--- config.mk ---
export PLATFORM = sky130hd
export DESIGN_NAME = fc_psum_drain
export DESIGN_NICKNAME = d
export VERILOG_FILES = /design/src/rtl/fc_pkg.sv /design/src/rtl/fc_out_fifo.sv /design/src/rtl/fc_psum_drain.sv
export SDC_FILE = /design/constraint.sdc
export NUM_CORES = 1
export LEC_CHECK = 0
export ABC_AREA = 1
export BUFFER_PORTS_ARGS = -buffer_cell sky130_fd_sc_hd__buf_2
export CAP_MARGIN = 20
export CORE_UTILIZATION = 30
export DETAILED_ROUTE_END_ITERATION = 16
export GPL_ROUTABILITY_DRIVEN = 0
export PLACE_DENSITY = 0.46
export SLEW_MARGIN = 20
export SYNTH_ARGS = -nofsm -noshare
export SYNTH_HDL_FRONTEND = slang
export SYNTH_SLANG_ARGS = --single-unit
--- constraint.sdc ---
create_clock -name clk -period 5.55 [get_ports clk]
set_input_delay 0.555 -clock clk [delete_from_list [all_inputs] [get_ports clk]]
set_output_delay 0.555 -clock clk [all_outputs]
set_load 0.05 [all_outputs]
--- src/rtl/fc_pkg.sv ---
// Shared definitions for the FC partial-sum drain block.
//   ACC_W / DATA_W      : accumulator and activation widths
//   fc_state_e          : drain controller states
//   SAT_MAX / SAT_MIN   : int8 saturation limits
//   requant()           : shift, optional ReLU, int8 saturation
package fc_pkg;

  localparam int ACC_W  = 32;
  localparam int DATA_W = 8;

  typedef enum logic [1:0] {
    IDLE  = 2'd0,
    RUN   = 2'd1,
    FLUSH = 2'd2
  } fc_state_e;

  localparam logic signed [ACC_W-1:0] SAT_MAX = 127;
  localparam logic signed [ACC_W-1:0] SAT_MIN = -128;

  // Arithmetic shift truncates toward minus infinity; ReLU is applied
  // before saturation so a clamped value can never wrap.
  function automatic logic signed [DATA_W-1:0] requant(
    input logic signed [ACC_W-1:0] value,
    input logic        [4:0]       shift,
    input logic                    relu
  );
    logic signed [ACC_W-1:0] r;
    r = value >>> shift;
    if (relu && (r < 0)) begin
      r = '0;
    end
    if (r > SAT_MAX) begin
      r = SAT_MAX;
    end else if (r < SAT_MIN) begin
      r = SAT_MIN;
    end
    return r[DATA_W-1:0];
  endfunction

endpackage

--- src/rtl/fc_out_fifo.sv ---
// Synchronous output FIFO for requantized activations.
// Ports:
//   clk, rst_n    : clock, synchronous active-low reset
//   push_i        : write push_data_i (ignored when full unless popping)
//   push_data_i   : int8 word to store
//   pop_i         : remove the head word (ignored when empty)
//   head_o        : word at the head of the FIFO
//   count_o       : number of words held
//   full_o/empty_o: occupancy flags
// FIFO_DEPTH must be a power of two so the pointers wrap naturally.
module fc_out_fifo
  import fc_pkg::*;
#(
  parameter  int FIFO_DEPTH = 4,
  localparam int PTR_W      = (FIFO_DEPTH > 1) ? $clog2(FIFO_DEPTH) : 1,
  localparam int CNT_W      = PTR_W + 1
) (
  input  logic              clk,
  input  logic              rst_n,
  input  logic              push_i,
  input  logic [DATA_W-1:0] push_data_i,
  input  logic              pop_i,
  output logic [DATA_W-1:0] head_o,
  output logic [CNT_W-1:0]  count_o,
  output logic              full_o,
  output logic              empty_o
);

  logic [DATA_W-1:0] mem_q [FIFO_DEPTH];
  logic [PTR_W-1:0]  wr_ptr_q;
  logic [PTR_W-1:0]  rd_ptr_q;
  logic [CNT_W-1:0]  count_q;
  logic              wr_en;
  logic              rd_en;

  assign full_o  = (count_q == CNT_W'(FIFO_DEPTH));
  assign empty_o = (count_q == '0);
  assign count_o = count_q;
  assign head_o  = mem_q[rd_ptr_q];

  // A push into a full FIFO is still legal when the head leaves in the
  // same cycle: the freed slot is the one being written.
  assign wr_en = push_i && (!full_o || pop_i);
  assign rd_en = pop_i && !empty_o;

  always_ff @(posedge clk) begin
    if (wr_en) begin
      mem_q[wr_ptr_q] <= push_data_i;
    end
  end

  always_ff @(posedge clk) begin
    if (!rst_n) begin
      wr_ptr_q <= '0;
      rd_ptr_q <= '0;
      count_q  <= '0;
    end else begin
      if (wr_en) begin
        wr_ptr_q <= wr_ptr_q + 1'b1;
      end
      if (rd_en) begin
        rd_ptr_q <= rd_ptr_q + 1'b1;
      end
      case ({wr_en, rd_en})
        2'b10:   count_q <= count_q + 1'b1;
        2'b01:   count_q <= count_q - 1'b1;
        default: count_q <= count_q;
      endcase
    end
  end

endmodule

--- src/rtl/fc_psum_drain.sv ---
// Drains partial sums from the bottom PE of an FC column, accumulates the
// tiles of each output neuron, adds bias, requantizes to int8 and buffers
// the activations for the downstream consumer.
// Ports:
//   clk, rst_n           : clock, synchronous active-low reset
//   cfg_start            : job start pulse, sampled in IDLE only
//   cfg_num_tiles        : beats per neuron (0 treated as 1)
//   cfg_num_outputs      : neurons per job
//   cfg_shift, cfg_relu  : requantization controls
//   psum_i, psum_valid_i : partial-sum beat from the PE column
//   bias_i               : bias, taken with the final tile beat
//   out_ready_i          : downstream accepts out_data_o
//   out_valid_o/out_data_o : FIFO head
//   stall_o              : upstream must stop sending beats
//   busy_o, done_o       : job status
//   err_ovf_o            : sticky, a word was dropped on a full FIFO
//
// state | meaning
// IDLE  | waiting for cfg_start, beats ignored
// RUN   | accepting beats, accumulating neurons
// FLUSH | all beats in, waiting for post stage and FIFO to drain
module fc_psum_drain
  import fc_pkg::*;
#(
  parameter int FIFO_DEPTH = 4
) (
  input  logic                     clk,
  input  logic                     rst_n,
  input  logic                     cfg_start,
  input  logic [7:0]               cfg_num_tiles,
  input  logic [15:0]              cfg_num_outputs,
  input  logic [4:0]               cfg_shift,
  input  logic                     cfg_relu,
  input  logic signed [ACC_W-1:0]  psum_i,
  input  logic                     psum_valid_i,
  input  logic signed [ACC_W-1:0]  bias_i,
  input  logic                     out_ready_i,
  output logic                     out_valid_o,
  output logic signed [DATA_W-1:0] out_data_o,
  output logic                     stall_o,
  output logic                     busy_o,
  output logic                     done_o,
  output logic                     err_ovf_o
);

  localparam int PTR_W = (FIFO_DEPTH > 1) ? $clog2(FIFO_DEPTH) : 1;
  localparam int CNT_W = PTR_W + 1;
  localparam logic [CNT_W:0] STALL_LVL = (CNT_W + 1)'(FIFO_DEPTH - 1);

  fc_state_e               state_q;
  logic                    busy_q;
  logic [7:0]              tiles_last_q;
  logic [15:0]             outputs_last_q;
  logic [4:0]              shift_q;
  logic                    relu_q;
  logic [7:0]              tile_cnt_q;
  logic [15:0]             neuron_cnt_q;
  logic signed [ACC_W-1:0] acc_q;
  logic signed [ACC_W-1:0] post_q;
  logic                    post_valid_q;
  logic                    err_ovf_q;

  logic                    beat_acc;
  logic                    tile_last;
  logic                    neuron_last;
  logic signed [ACC_W-1:0] acc_d;
  logic signed [ACC_W-1:0] post_d;
  logic [DATA_W-1:0]       word_d;

  logic                    fifo_pop;
  logic                    fifo_full;
  logic                    fifo_empty;
  logic [CNT_W-1:0]        fifo_count;
  logic [DATA_W-1:0]       fifo_head;
  logic [CNT_W:0]          occupancy;

  assign beat_acc    = (state_q == RUN) && psum_valid_i;
  assign tile_last   = (tile_cnt_q == tiles_last_q);
  assign neuron_last = (neuron_cnt_q == outputs_last_q);

  // Tile 0 restarts the sum, so the stale accumulator is masked instead
  // of being cleared between neurons.
  always_comb begin
    acc_d  = psum_i;
    post_d = '0;
    if (tile_cnt_q != '0) begin
      acc_d = acc_q + psum_i;
    end
    post_d = acc_d + bias_i;
  end

  assign word_d = requant(post_q, shift_q, relu_q);

  fc_out_fifo #(
    .FIFO_DEPTH (FIFO_DEPTH)
  ) u_out_fifo (
    .clk         (clk),
    .rst_n       (rst_n),
    .push_i      (post_valid_q),
    .push_data_i (word_d),
    .pop_i       (fifo_pop),
    .head_o      (fifo_head),
    .count_o     (fifo_count),
    .full_o      (fifo_full),
    .empty_o     (fifo_empty)
  );

  assign out_valid_o = !fifo_empty;
  assign out_data_o  = fifo_head;
  assign fifo_pop    = out_valid_o && out_ready_i;

  // The word in the post stage is already committed, so it counts toward
  // the fill level; the one spare slot absorbs the beat in flight.
  assign occupancy = {1'b0, fifo_count} + {{CNT_W{1'b0}}, post_valid_q};
  assign stall_o   = (occupancy >= STALL_LVL);

  assign busy_o    = busy_q;
  assign err_ovf_o = err_ovf_q;
  assign done_o    = (state_q == FLUSH) && !post_valid_q && fifo_empty;

  always_ff @(posedge clk) begin
    if (!rst_n) begin
      state_q        <= IDLE;
      busy_q         <= 1'b0;
      tiles_last_q   <= '0;
      outputs_last_q <= '0;
      shift_q        <= '0;
      relu_q         <= 1'b0;
      tile_cnt_q     <= '0;
      neuron_cnt_q   <= '0;
      acc_q          <= '0;
      post_q         <= '0;
      post_valid_q   <= 1'b0;
      err_ovf_q      <= 1'b0;
    end else begin
      case (state_q)
        IDLE: begin
          if (cfg_start) begin
            tiles_last_q   <= (cfg_num_tiles == 8'd0) ? 8'd0 : cfg_num_tiles - 8'd1;
            outputs_last_q <= cfg_num_outputs - 16'd1;
            shift_q        <= cfg_shift;
            relu_q         <= cfg_relu;
            tile_cnt_q     <= '0;
            neuron_cnt_q   <= '0;
            err_ovf_q      <= 1'b0;
            busy_q         <= 1'b1;
            state_q        <= (cfg_num_outputs == 16'd0) ? FLUSH : RUN;
          end
        end
        RUN: begin
          if (beat_acc) begin
            acc_q <= acc_d;
            if (tile_last) begin
              tile_cnt_q <= '0;
              if (neuron_last) begin
                neuron_cnt_q <= '0;
                state_q      <= FLUSH;
              end else begin
                neuron_cnt_q <= neuron_cnt_q + 16'd1;
              end
            end else begin
              tile_cnt_q <= tile_cnt_q + 8'd1;
            end
          end
        end
        FLUSH: begin
          if (!post_valid_q && fifo_empty) begin
            busy_q  <= 1'b0;
            state_q <= IDLE;
          end
        end
        default: begin
          busy_q  <= 1'b0;
          state_q <= IDLE;
        end
      endcase

      post_valid_q <= beat_acc && tile_last;
      if (beat_acc && tile_last) begin
        post_q <= post_d;
      end

      // A post word that finds the FIFO full with no pop is lost.
      if (post_valid_q && fifo_full && !fifo_pop) begin
        err_ovf_q <= 1'b1;
      end
    end
  end

endmodule

==> flow_metrics.tcl <==
set metrics [dict create \
    outcome "finished, final reports clean" \
    hp-class "primary input to flop" \
    cts_tree "done" \
    drt_pass1_iterations 5 \
    htree_levels 4 \
    start_kind "flop" \
    cts.sinks 164 \
    ant_nets 0 \
    worstPathArrival_ns 4.66 \
    p_int_uw 2460 \
    grt.total_usage 0.191 \
    synth_warnings 0 \
    finalSetupViolCount 0 \
    cpMaxStageDelayCell "o21ai_0" \
    wl_per_cell_um 15.5 \
    power_switching_uw 1720 \
    yosysUniqueCellTypes 57 \
    peakVddDrop_mv 0.222 \
    core-area_sq_mm 0.0431 \
    multi_input_area_sq_mm 0.00835 \
    power_density_mw_per_mm2 283 \
    hold_path_startpoint "cfg_num_outputs[0]" \
    nets 2284 \
    post_cts_buffers 0 \
    layout-drive-gt1-share 0.0982 \
    routed_via_density 4.98 \
    async_flop_share 0 \
    synth_most_common_cell "nand2_1" \
    startpoint "tile_cnt_q[0]" \
    grt_pass1_vias 12900 \
    post_cts_resize_count 0 \
    synth_area_leaders "dfxtp_1 (20%), nand2_1 (14%), nand3_1 (8.1%), edfxtp_1 (7.3%), ha_1 (7.2%)" \
    grt_max_degree 60 \
    period_needed_ns 4.30 \
    maxCapViolCount 0 \
    final_cells 2704 \
    combPwrFrac 0.380 \
    cp-end-kind "flop" \
    fin_crit_sh 0.774 \
    antenna_found_initial 0 \
    power_uw 4170 \
    syn_to_final_growth_pct 12.3 \
    postPlaceCellArea_sq_mm 0.0141 \
    pin_count 112 \
    start_util 0.305 \
    cts_buffer_depth 2 \
    drc 0 \
    seq_power_share 0.329 \
    yosysTopAreaCellShare 0.201 \
    slowest_delay_ns 0.72 \
    worstPathMaxFanout 17 \
    path_delay_family "compound AO/OA/AOI/OAI gates" \
    worst_pin_slew_ns 0.999 \
    setup_tns_ns 0 \
    synth.ff_latch_count 164 \
    r2r-start "tile_cnt_q[0]" \
    seq_area_frac_synth 0.275 \
    antenna_cells 0 \
    synth_edf_count 32 \
    worst-path-buf-inv 4 \
    wl_mm 42.0 \
    syn-num-nets 2215 \
    min_path_cells 2 \
    path_cells "inv_1, ha_1, nor3b_1, nand2_2, clkinv_1, o21ai_0, ha_1, nand3_1, nand2_1, nand3_1, nand2_1, a21oi_1, inv_1, a21oi_1, or2_2, nand3_1, o211ai_1, inv_1" \
    vias 13500 \
    hold_viol 0 \
    final_cell_area_sq_mm 0.0147 \
    cp.depth 18 \
    rsz0062_at_grt "false" \
    clock_latency_ns 0.47 \
    dp.cells 2671 \
    clock_skew_ns 0.0103 \
    die_x_um 211 \
    synth_commonest_cells "nand2_1 (472), inv_1 (213), nand3_1 (213), nor2_1 (202), a21oi_1 (176)" \
    grt_overflow 0 \
    relSlewSlack 0.333 \
    regArea_sq_mm 0.00360 \
    yosysTopAreaCell "dfxtp_1" \
    dieArea_sq_mm 0.0446 \
    hold_buffers 0 \
    reg2regPathDepth 18 \
    clkTransAtPathRegs_ns 0.07 \
    place_hpwl_mm 32.9 \
    syn_area_per_cell_sq_um 6.44 \
    syn_inst 2037 \
    crit_type "flop to flop" \
    worstPathRequired_ns 5.91 \
    p_leak_uw 0.00668 \
    regToRegSetupSlack_ns 1.25 \
    drt_iter0_markers 804 \
    final_util 0.342 \
    swShare 0.411 \
    timing.fmax_mhz 233 \
    rows 76 \
    synthFlopType "dfxtp_1" \
    grt_pass1_wl_mm 66.5 \
    clkPwrFrac 0.291 \
    synth_area_sq_mm 0.0131 \
    cts-buffers-inserted 17 \
    port_buffers 111 \
    maxSlewViolCount 0 \
    fillCellCount 4754 \
    dieHeight_um 211 \
    clockRootBuffer "clkbuf_16" \
]
==> registers in the layout, indices dropped and copies added, names as in the netlist, named ones only <==
register and count:
tiles_last_q 8, outputs_last_q 16, tile_cnt_q 8, u_out_fifo.wr_ptr_q 2, acc_q 32, state_q 2, u_out_fifo.count_o 3, post_q 32
busy_o 1, err_ovf_o 1, u_out_fifo.mem_q 32, relu_q 1, shift_q 5, u_out_fifo.rd_ptr_q 2, neuron_cnt_q 16, post_valid_q 1
==> worst paths after layout <==
check,to
hold reg to reg,flop
setup reg to reg,post_q[19]
setup / recovery,post_q[19]
hold / removal,outputs_last_q[0]
==> through the flow <==
step	hold slack, ns	setup slack (ns)
detailed placement	0.460	0.970
floorplan	0.436	1.84
finish	0.280	1.25
global route	0.260	0.785
CTS	0.241	1.21
global placement	0.454	1.00
==> final cells by class <==
cell class / instances / share of cell area
multi-input cells: 1580 / 0.566
flip-flops and latches: 164 / 0.244
inverters: 223 / 0.0568
well taps: 585 / 0.0497
repair buffers: 120 / 0.0428
clock buffers: 17 / 0.0289
clock inverters: 15 / 0.0110
==> metal layers <==
layer | global-route usage | up-vias | wire [um]
li1 | - | 6973 | -
met2 | 0.304 | 275 | 18700
met1 | 0.253 | 6151 | 20300
met3 | 0.0333 | 65 | 1720
met5 | 0 | - | 0
met4 | 0.0792 | 0 | 1270
==> layout by cell type (no fill, tap or decap), types with 8 or more instances in the layout <==
cell type	count
inv_2	9
o21a_1	14
nand2_2	13
buf_4	8
ha_1	76
o211ai_1	14
xnor2_1	32
a31oi_1	9
nor3_1	29
nand3_1	213
nand4_1	17
o21ai_1	9
buf_2	111
o22ai_1	10
nor2_1	202
o21bai_1	18
or2_2	13
edfxtp_1	32
o21ai_0	151
nand2_1	471
xor2_1	23
dfxtp_1	132
inv_1	213
clkbuf_16	17
a21oi_1	176
==> kinds of logic (layout without fill, tap and decap cells) <==
group                      Yosys count  count (layout)  share of synthesized area
AOI/OAI and AO/OA                  440             440                      0.188
muxes                                1               1                   0.000763
DFF                                164             164                      0.275
adders and majority gates           79              79                     0.0770
xor gates and xnor gates            55              55                     0.0367
buffers and inverters              293             375                     0.0893
and+or+nand+nor                   1005            1005                      0.334
==> power groups by stage <==
stage	logic, uW	clock network (uW)	registers, uW
detailed placement	1570	0	1400
global route	1790	1300	1380
global placement	1570	0	1400
finish	1590	1210	1370
floorplan	1180	0	1370
CTS	1580	1260	1370
No activity file was read; power rests on OpenSTA's default activity.
